==> config.mk <==
export PLATFORM = sky130hd
export DESIGN_NAME = matrix_buf
export DESIGN_NICKNAME = d
export VERILOG_FILES = /design/src/rtl/matbuf_pkg.sv /design/src/rtl/matbuf_skid.sv /design/src/rtl/matrix_buf.sv
export SDC_FILE = /design/constraint.sdc
export NUM_CORES = 1
export LEC_CHECK = 0
export ABC_CLOCK_PERIOD_IN_PS = 3200
export CAP_MARGIN = 5
export CELL_PAD_IN_SITES_DETAIL_PLACEMENT = 1
export CELL_PAD_IN_SITES_GLOBAL_PLACEMENT = 1
export CORE_UTILIZATION = 25
export DETAILED_ROUTE_END_ITERATION = 12
export PLACE_DENSITY = 0.47
export SETUP_SLACK_MARGIN = 0.5
export SYNTH_ARGS = -nofsm -noshare
export SYNTH_HDL_FRONTEND = slang
export SYNTH_HIERARCHICAL = 1
export SYNTH_SLANG_ARGS = --single-unit
==> constraint.sdc <==
create_clock -name clk -period 3.2 [get_ports clk]
set_input_delay 0.48 -clock clk [delete_from_list [all_inputs] [get_ports clk]]
set_output_delay 0.48 -clock clk [all_outputs]
set_load 0.005 [all_outputs]
==> src/rtl/matbuf_pkg.sv <==
// Shared types and helpers for the matrix_buf store.
//   state_t : control FSM states (idle, zero-clear sweep, dump stream)
//   lin_idx : row-major linear cell index, row*cols + col
package matbuf_pkg;

   typedef enum logic [1:0] {
      ST_IDLE  = 2'd0,
      ST_CLEAR = 2'd1,
      ST_DUMP  = 2'd2
   } state_t;

   function automatic int unsigned lin_idx(input int unsigned row,
                                           input int unsigned col,
                                           input int unsigned cols);
      return row * cols + col;
   endfunction

endpackage

==> src/rtl/matbuf_skid.sv <==
// One-entry valid/ready skid buffer with a registered output stage.
// Ports:
//   clk, rst_n             clock, async active-low reset
//   in_valid/in_ready      upstream handshake (in_ready registered: !skid full)
//   in_data [W]            upstream payload
//   out_valid/out_ready    downstream handshake
//   out_data [W]           downstream payload, held while out_valid & !out_ready
module matbuf_skid #(
   parameter int unsigned W = 16
) (
   input  logic         clk,
   input  logic         rst_n,
   input  logic         in_valid,
   output logic         in_ready,
   input  logic [W-1:0] in_data,
   output logic         out_valid,
   input  logic         out_ready,
   output logic [W-1:0] out_data
);

   logic         skid_v;
   logic [W-1:0] skid_q;

   assign in_ready = !skid_v;

   // Output register refills from the skid slot first so order is preserved.
   always_ff @(posedge clk or negedge rst_n) begin
      if (!rst_n) begin
         out_valid <= 1'b0;
         out_data  <= '0;
         skid_v    <= 1'b0;
         skid_q    <= '0;
      end else if (!out_valid || out_ready) begin
         if (skid_v) begin
            out_valid <= 1'b1;
            out_data  <= skid_q;
            skid_v    <= 1'b0;
         end else begin
            out_valid <= in_valid;
            if (in_valid) out_data <= in_data;
         end
      end else if (in_valid && !skid_v) begin
         skid_v <= 1'b1;
         skid_q <= in_data;
      end
   end

endmodule

==> src/rtl/matrix_buf.sv <==
// ROWS x COLS word store with random write/read ports, a zero-clear sweep
// and a handshaked dump stream (row-major, optionally column-major).
// Optional feature macro: MATBUF_COLMAJOR_EN adds input dump_colmajor,
// sampled at dump_start; 1 selects column-major dump order.
// Ports:
//   clk, rst_n                          clock, async active-low reset
//   wr_en, wr_row, wr_col, wr_data      write port (IDLE and DUMP only)
//   rd_en, rd_row, rd_col               random read request (IDLE only)
//   rd_data, rd_valid                   read word, valid pulse one cycle later
//   clr_start, dump_start               sweep start pulses (ignored when busy)
//   busy                                FSM not idle
//   dump_valid, dump_ready              dump stream handshake
//   dump_data, dump_row, dump_col       dump word and its cell
//   dump_last                           final dump element
//   done                                pulse after CLEAR or DUMP completes
module matrix_buf
   import matbuf_pkg::*;
#(
   parameter  int unsigned DATA_W = 12,
   parameter  int unsigned ROWS   = 8,
   parameter  int unsigned COLS   = 4,
   localparam int unsigned RA_W   = (ROWS > 1) ? $clog2(ROWS) : 1,
   localparam int unsigned CA_W   = (COLS > 1) ? $clog2(COLS) : 1
) (
   input  logic              clk,
   input  logic              rst_n,
   input  logic              wr_en,
   input  logic [RA_W-1:0]   wr_row,
   input  logic [CA_W-1:0]   wr_col,
   input  logic [DATA_W-1:0] wr_data,
   input  logic              rd_en,
   input  logic [RA_W-1:0]   rd_row,
   input  logic [CA_W-1:0]   rd_col,
   output logic [DATA_W-1:0] rd_data,
   output logic              rd_valid,
   input  logic              clr_start,
   input  logic              dump_start,
`ifdef MATBUF_COLMAJOR_EN
   input  logic              dump_colmajor,
`endif
   output logic              busy,
   output logic              dump_valid,
   input  logic              dump_ready,
   output logic [DATA_W-1:0] dump_data,
   output logic [RA_W-1:0]   dump_row,
   output logic [CA_W-1:0]   dump_col,
   output logic              dump_last,
   output logic              done
);

   localparam int unsigned DEPTH = ROWS * COLS;
   localparam int unsigned IDX_W = (DEPTH > 1) ? $clog2(DEPTH) : 1;
   localparam int unsigned PW    = DATA_W + RA_W + CA_W + 1;

   logic [DATA_W-1:0] mem [DEPTH];

   state_t            state, state_d;
   logic              done_d;
   logic              issue_c, cnt_adv_c;
   logic [RA_W-1:0]   cnt_row;
   logic [CA_W-1:0]   cnt_col;
   logic              row_end_c, col_end_c, cnt_last_c, step_cm_c;
   logic              colmajor;
   logic              issue_end;
   logic              s1_v, s1_ready;
   logic [PW-1:0]     s1_pl, out_pl;
   logic              wr_ok_c, rd_ok_c;
   logic [IDX_W-1:0]  wr_idx_c, rd_idx_c, cnt_idx_c;

   // Address decode; range checks done at 32 bits so ROWS/COLS need not be 2^n.
   assign wr_ok_c   = (32'(wr_row) < ROWS) && (32'(wr_col) < COLS);
   assign rd_ok_c   = (32'(rd_row) < ROWS) && (32'(rd_col) < COLS);
   assign wr_idx_c  = IDX_W'(lin_idx(32'(wr_row), 32'(wr_col), COLS));
   assign rd_idx_c  = IDX_W'(lin_idx(32'(rd_row), 32'(rd_col), COLS));
   assign cnt_idx_c = IDX_W'(lin_idx(32'(cnt_row), 32'(cnt_col), COLS));

   assign row_end_c  = (32'(cnt_row) == ROWS - 1);
   assign col_end_c  = (32'(cnt_col) == COLS - 1);
   assign cnt_last_c = row_end_c && col_end_c;
   assign step_cm_c  = colmajor && (state == ST_DUMP);

   assign busy = (state != ST_IDLE);

   // State register
   always_ff @(posedge clk or negedge rst_n) begin
      if (!rst_n) begin
         state <= ST_IDLE;
         done  <= 1'b0;
      end else begin
         state <= state_d;
         done  <= done_d;
      end
   end

   // Next state, sweep stepping and dump read issue
   always_comb begin
      state_d   = state;
      done_d    = 1'b0;
      issue_c   = 1'b0;
      cnt_adv_c = 1'b0;
      case (state)
         ST_IDLE: begin
            if (clr_start)       state_d = ST_CLEAR;
            else if (dump_start) state_d = ST_DUMP;
         end
         ST_CLEAR: begin
            cnt_adv_c = 1'b1;
            if (cnt_last_c) begin
               state_d = ST_IDLE;
               done_d  = 1'b1;
            end
         end
         ST_DUMP: begin
            // Issue only when the read stage is empty or draining this cycle.
            issue_c   = !issue_end && (!s1_v || s1_ready);
            cnt_adv_c = issue_c;
            if (dump_valid && dump_ready && dump_last) begin
               state_d = ST_IDLE;
               done_d  = 1'b1;
            end
         end
         default: state_d = ST_IDLE;
      endcase
   end

`ifdef MATBUF_COLMAJOR_EN
   always_ff @(posedge clk or negedge rst_n) begin
      if (!rst_n)
         colmajor <= 1'b0;
      else if ((state == ST_IDLE) && dump_start && !clr_start)
         colmajor <= dump_colmajor;
   end
`else
   assign colmajor = 1'b0;
`endif

   // Sweep counters; both wrap to 0 after the final cell, and are held at 0 in IDLE.
   always_ff @(posedge clk or negedge rst_n) begin
      if (!rst_n) begin
         cnt_row <= '0;
         cnt_col <= '0;
      end else if (state == ST_IDLE) begin
         cnt_row <= '0;
         cnt_col <= '0;
      end else if (cnt_adv_c) begin
         if (step_cm_c) begin
            if (row_end_c) begin
               cnt_row <= '0;
               cnt_col <= col_end_c ? '0 : cnt_col + CA_W'(1);
            end else begin
               cnt_row <= cnt_row + RA_W'(1);
            end
         end else begin
            if (col_end_c) begin
               cnt_col <= '0;
               cnt_row <= row_end_c ? '0 : cnt_row + RA_W'(1);
            end else begin
               cnt_col <= cnt_col + CA_W'(1);
            end
         end
      end
   end

   // Storage; not reset. CLEAR owns the write port while sweeping.
   always_ff @(posedge clk) begin
      if (state == ST_CLEAR)
         mem[cnt_idx_c] <= '0;
      else if (wr_en && wr_ok_c)
         mem[wr_idx_c] <= wr_data;
   end

   // Dump read stage: synchronous read captures the pre-write value of the cell.
   always_ff @(posedge clk or negedge rst_n) begin
      if (!rst_n) begin
         s1_v      <= 1'b0;
         s1_pl     <= '0;
         issue_end <= 1'b0;
      end else begin
         if (state == ST_IDLE)
            issue_end <= 1'b0;
         else if (issue_c && cnt_last_c)
            issue_end <= 1'b1;

         if (issue_c) begin
            s1_v  <= 1'b1;
            s1_pl <= {cnt_last_c, cnt_row, cnt_col, mem[cnt_idx_c]};
         end else if (s1_ready) begin
            s1_v <= 1'b0;
         end
      end
   end

   matbuf_skid #(.W(PW)) u_skid (
      .clk       (clk),
      .rst_n     (rst_n),
      .in_valid  (s1_v),
      .in_ready  (s1_ready),
      .in_data   (s1_pl),
      .out_valid (dump_valid),
      .out_ready (dump_ready),
      .out_data  (out_pl)
   );

   assign {dump_last, dump_row, dump_col, dump_data} = out_pl;

   // Random read port, read-first; out-of-range cells read as zero.
   always_ff @(posedge clk or negedge rst_n) begin
      if (!rst_n) begin
         rd_valid <= 1'b0;
         rd_data  <= '0;
      end else if ((state == ST_IDLE) && rd_en) begin
         rd_valid <= 1'b1;
         rd_data  <= rd_ok_c ? mem[rd_idx_c] : '0;
      end else begin
         rd_valid <= 1'b0;
      end
   end

endmodule

# Yosys cells after proc, flatten, opt, wreduce, memory -nomap -nowiden
# Memory sizes are Yosys's and may differ from the RTL's. A register that Yosys moved wholly into a read port is not among the register bits.
# Cells that the tools add are included.
# word_totals
regBits	67
n_memories	1
output_inout_bits	34
wordCells	89
ram_bits	384
in_bits	29
# op_classes
addsub	5
n_reduce_logical	27
bitwise_logic	1
n_mux	35
eq_ne	8
# memory_table
memory	depth	word_bits	read_ports	rd_ports_with_merged_regs	write_ports	line_no	source
mem	32	12	2	2	1	matrix_buf.sv:55	logic [DATA_W-1:0] mem [DEPTH];
# ops
operator	count
$mux W18	2
$mux W1	17
$add A5 B2 Y5	3
$mux W2	7
$mux W12	1
$mux W3	4
$reduce_bool A2 Y1	6
$reduce_or A12 Y1	1
$logic_and A1 B1 Y1	7
$logic_not A1 Y1	6
$pmux W2 S3	1
$reduce_and A2 Y1	3
$mux W5	1
$eq A2 B2 Y1 const B	2
$ne A2 B2 Y1 const B	2
$pmux W1 S2	2
$add A3 B1 Y3 const B	1
$eq A3 B3 Y1 const B	1
$ne A3 B3 Y1 const B	1
$reduce_and A3 Y1	1
$add A2 B1 Y2 const B	1
$eq A2 B1 Y1 const B	1
$logic_not A2 Y1	1
$logic_or A1 B1 Y1	2
2 further kinds	2

# Depth between registers and ports, before layout
# depth
word_depth	7
mapped_depth	9
ltp_nobuf	7

# Hierarchy
# Netlist, hierarchy kept.
# by_module_without_submodules
module	n_inst	area_per_inst_um2	cells_each	seq_area_each_um2
matrix_buf	1	20312.0	1363	12557.0
matbuf_skid	1	1750.4	105	950.9

# Worst setup path before layout
# OpenSTA, ideal clock, no wires.
# synth_path
kind	flip-flop to flip-flop
from	reg state[1]
to	mem mem[18][0] (enable)
path_buffers	2
required_time_ps	2820
stages_incl_launch_ff	10
setup_ps	380
synth_period_minus_slack_ps	2719
slack_ps	481
arrival_time_ps	2339
path_cell_list	dfrtp_1 inv_1 ha_1 clkbuf_1 nor2b_1 clkbuf_1 mux2i_1 nor2b_1 nand2_1 nor2_1
# synth_between
elab_chain_cells	5
word_cells_on_any_way	8
cone_classes	1 x eq/ne; 6 x mux; 1 x reduce/logical
# synth_rtl
item	line_no	source
from (decl)	matrix_buf.sv:57	state_t state, state_d;
from (signal assigned)	matrix_buf.sv:90	state <= state_d;
$eq A2 B1 Y1 *	matrix_buf.sv:166	if (state == ST_CLEAR)
$mux W1	matrix_buf.sv:166	
$mux W1 (implied by the code)	matrix_buf.sv:169	mem[wr_idx_c] <= wr_data;
$reduce_or A12 Y1 (no line)	-	
$mux W5 (no line) / $mux W1 (equally long branches)	-	
to (decl)	matrix_buf.sv:55	
# Every way passes the cells marked *; elsewhere a longest branch is shown, timed or not.

# Worst setup path in the final report
# layout_path
from	in rd_row[0]
to	reg rd_data[4] (read register of mem)
# layout_between
elab_chain_cells	1
# layout_rtl
item	line_no	source
from (decl)	matrix_buf.sv:32	input logic [RA_W-1:0] rd_row,
$add A5 B2 Y5	matbuf_pkg.sv:15	return row * cols + col;
to (decl)	matrix_buf.sv:34	output logic [DATA_W-1:0] rd_data,
# Every way passes these cells.
# A chain may end at the register's enable or synchronous reset.

==> metrics.txt <==
Slew Viols, Final=0; buffers and inverters on the worst path=2; TritonRoute pass-1 iters=5; initial core utilization=25.4%; post-layout util=30.6%; Startpoint Class=input pin; setup_tns=0 ps; total grt overflow=0; highest clock rate=0.367 GHz; placed cell area=24900 um^2; Worst path max stage delay=750 ps; Sw Ratio=32.5%; compound-cell area share of the yosys netlist=10.9%; core footprint=87000 um^2; r2r setup slk=640 ps; Top FF cell, synth=edfxtp_1; vias per cell=4.88; GRT Util Overall=17.1%; worst reg-to-reg path cell count=8; GPL Wtd Cong=0.851; Fin. Hold Viols=0; Tcrit/Tclk final=85.0%; fin nets=1668; Cell variety after synth=47; minimum clock period=2720 ps; initial antenna violation count=2; Static Leakage=0.00951 uW; port buffer count=62; Post-Synth XOR/XNOR Area=0%; Stages on worst setup path=7; DP Worst Slack=-121 ps; cell family with most CP delay=buffers and inverters; Iteration-0 DRC Markers=939; TritonCTS clock tree=yes; Die ar.=89400 um^2; CP Capture Point=rd_data[4]; final worst slack=478 ps; share of cells above drive strength 1=20.2%; Post-synth EDFFs=384; CP endpoint kind=flop; worst path arrival time=3160 ps; Rows=108; critical path type=in2reg; clk_lat worst skew=620 ps; Crit. Startpoint=rd_row[0]; final setup skew=29.0 ps; hold crit path type=in2async; Net Sw Power=6570 uW; Post-Synth Adder-Cell Area=0.340%; Post-CTS Repair Setup Buffers=0; clock sink count=463; maximum vdd drop=0.000433 V; synthesized flop and latch total=463; Yosys warning total=18; setup violators final=0; cells after synthesis=1468; Max FO, Critical Path=19; H-Tree Level Count=2; Pwr Density=757 nW/um^2; CP Cell Sequence=clkdlybuf4s50_1 > nor2b_4 > buf_4 > a22o_1 > a221oi_1 > o22ai_1 > o41ai_1; DP HPWL=52100 um; Final Instance Area=26700 um^2; Mean Syn Cell Area=15.0 um^2; via count=13832; WL final=77200 um; Internal=13600 uW; TritonCTS buffer count=54; # DRC=0; Comb power frac=30.8%; main combinational cell family by area after synthesis=multiplexers; r2r endpoint=s1_pl[9]; number of max-cap violations=0; antenna viol nets, final=0; Post-synth ARST share=17.1%; sequential area share after synthesis=61.2%; synthesized area=22100 um^2; Post-Synth Simple-Gate Area=3.07%; Clk pwr share=30.3%; global-route wire length before repair=110000 um; die span in x=299 um; largest net degree at the start of global routing=47; commonest non-fill, non-tap cells in the layout=edfxtp_1 (384), mux2i_1 (381), buf_4 (136), a22oi_1 (94), dfrtp_1 (78); number of global-route vias before repair=14730; worst endpoint required time=3640 ps; fillers=9130; RSZ-0062 raised after global routing=false; IO Count=63; relative slew slack=22.2%; clk slew on worst S/H paths=60 ps; Final Hold Slack=452 ps; clock buffer depth=3; reg2reg start=cnt_row[0]; Syn-to-layout area delta=20.8%; Slew @ Worst Pin=1160 ps; Mapped Nets=1503; status=finished clean; Routed WL per cell=27.2 um; mux cell area share after synthesis=21.1%; commonest non-fill, non-tap cell in the layout=edfxtp_1; Seq pwr share=38.9%; Die H=299 um; slowest CP cell=nor2b_4; clk root buf=clkbuf_16
cells by family after synthesis:
group | Yosys count
DFF | 463
muxes | 444
AOI/OAI and AO/OA | 295
and+or+nand+nor | 145
buffers and inverters | 115
adders and majority gates | 6
cell type report:
class                           count  area, um^2  area share [%]
Sequential cell                   463       13500            50.7
Multi-Input combinational cell    890        7880            29.6
Timing Repair Buffer              218        2050            7.68
Clock buffer                       80        1550            5.82
Tap cell                         1155        1450            5.42
Clock inverter                     21         196           0.737
Inverter                            6        22.5          0.0845
Antenna cell                        2        5.00          0.0188
state kept, by name, indices dropped and copies added (netlist names), 2 cells and up:
signal / cells
s1_pl: 18
state: 2
cnt_row: 3
mem: 384
rd_data: 12
u_skid/out_data: 18
u_skid/skid_q: 18
cnt_col: 2
synthesized netlist by cell type, drive strengths merged (12+ instances only):
cell type	number	share of area [%]
and2	14	0.40
dfrtp	79	9.0
a22oi	95	3.2
mux2i	381	17
nor2	45	0.78
o41ai	23	1.5
o22ai	23	0.65
edfxtp	384	52
nor2b	12	0.34
buf	65	2.5
nand2	51	0.87
a21oi	47	1.1
mux2	58	3.3
clkbuf	44	0.75
a22o	46	1.8
a221oi	47	2.1
worst min path at each step:
stage                            from                end  cells after the start
global placement    u_skid/skid_q[14]  u_skid/skid_q[14]                      1
detailed placement   u_skid/skid_q[8]   u_skid/skid_q[8]                      1
CTS                             rst_n         cnt_row[2]                      2
floorplan                       rst_n         cnt_col[0]                      0
global route                    rst_n           state[0]                      2
finish                          rst_n           state[0]                      2
through the flow:
step / total power [uW] / std cells
after floorplan: 11500 / 1468
after global placement: 14200 / 2731
after detailed placement: 14300 / 2731
after CTS: 20500 / 2833
after global routing: 21000 / 2833
final: 20200 / 2835
power groups by stage:
stage	registers [uW]	clock network, uW	logic [uW]
floorplan	7720	0	3780
detailed placement	7960	0	6290
finish	7850	6120	6210
global route	7920	6490	6630
CTS	7850	6300	6320
global placement	7940	0	6230
metal layers:
| layer | GRT usage [%] | part of all wire (%) | up-vias |
|---|---|---|---|
| met1 | 23.2 | 46 | 7275 |
| li1 | - | - | 6189 |
| met5 | 0 | 0 | - |
| met2 | 28.3 | 47 | 276 |
| met3 | 2.55 | 4.2 | 92 |
| met4 | 5.05 | 2.7 | 0 |
what timing repair did:
item / in CTS / in global routing
cloned: 0 / 0
resized for setup: 2 / 4
hold buffers: 1 / 0
endpoints found under the setup margin: 68 / 289
endpoints found under the hold margin: 35 / 0
No activity file was read; power rests on OpenSTA's default activity.
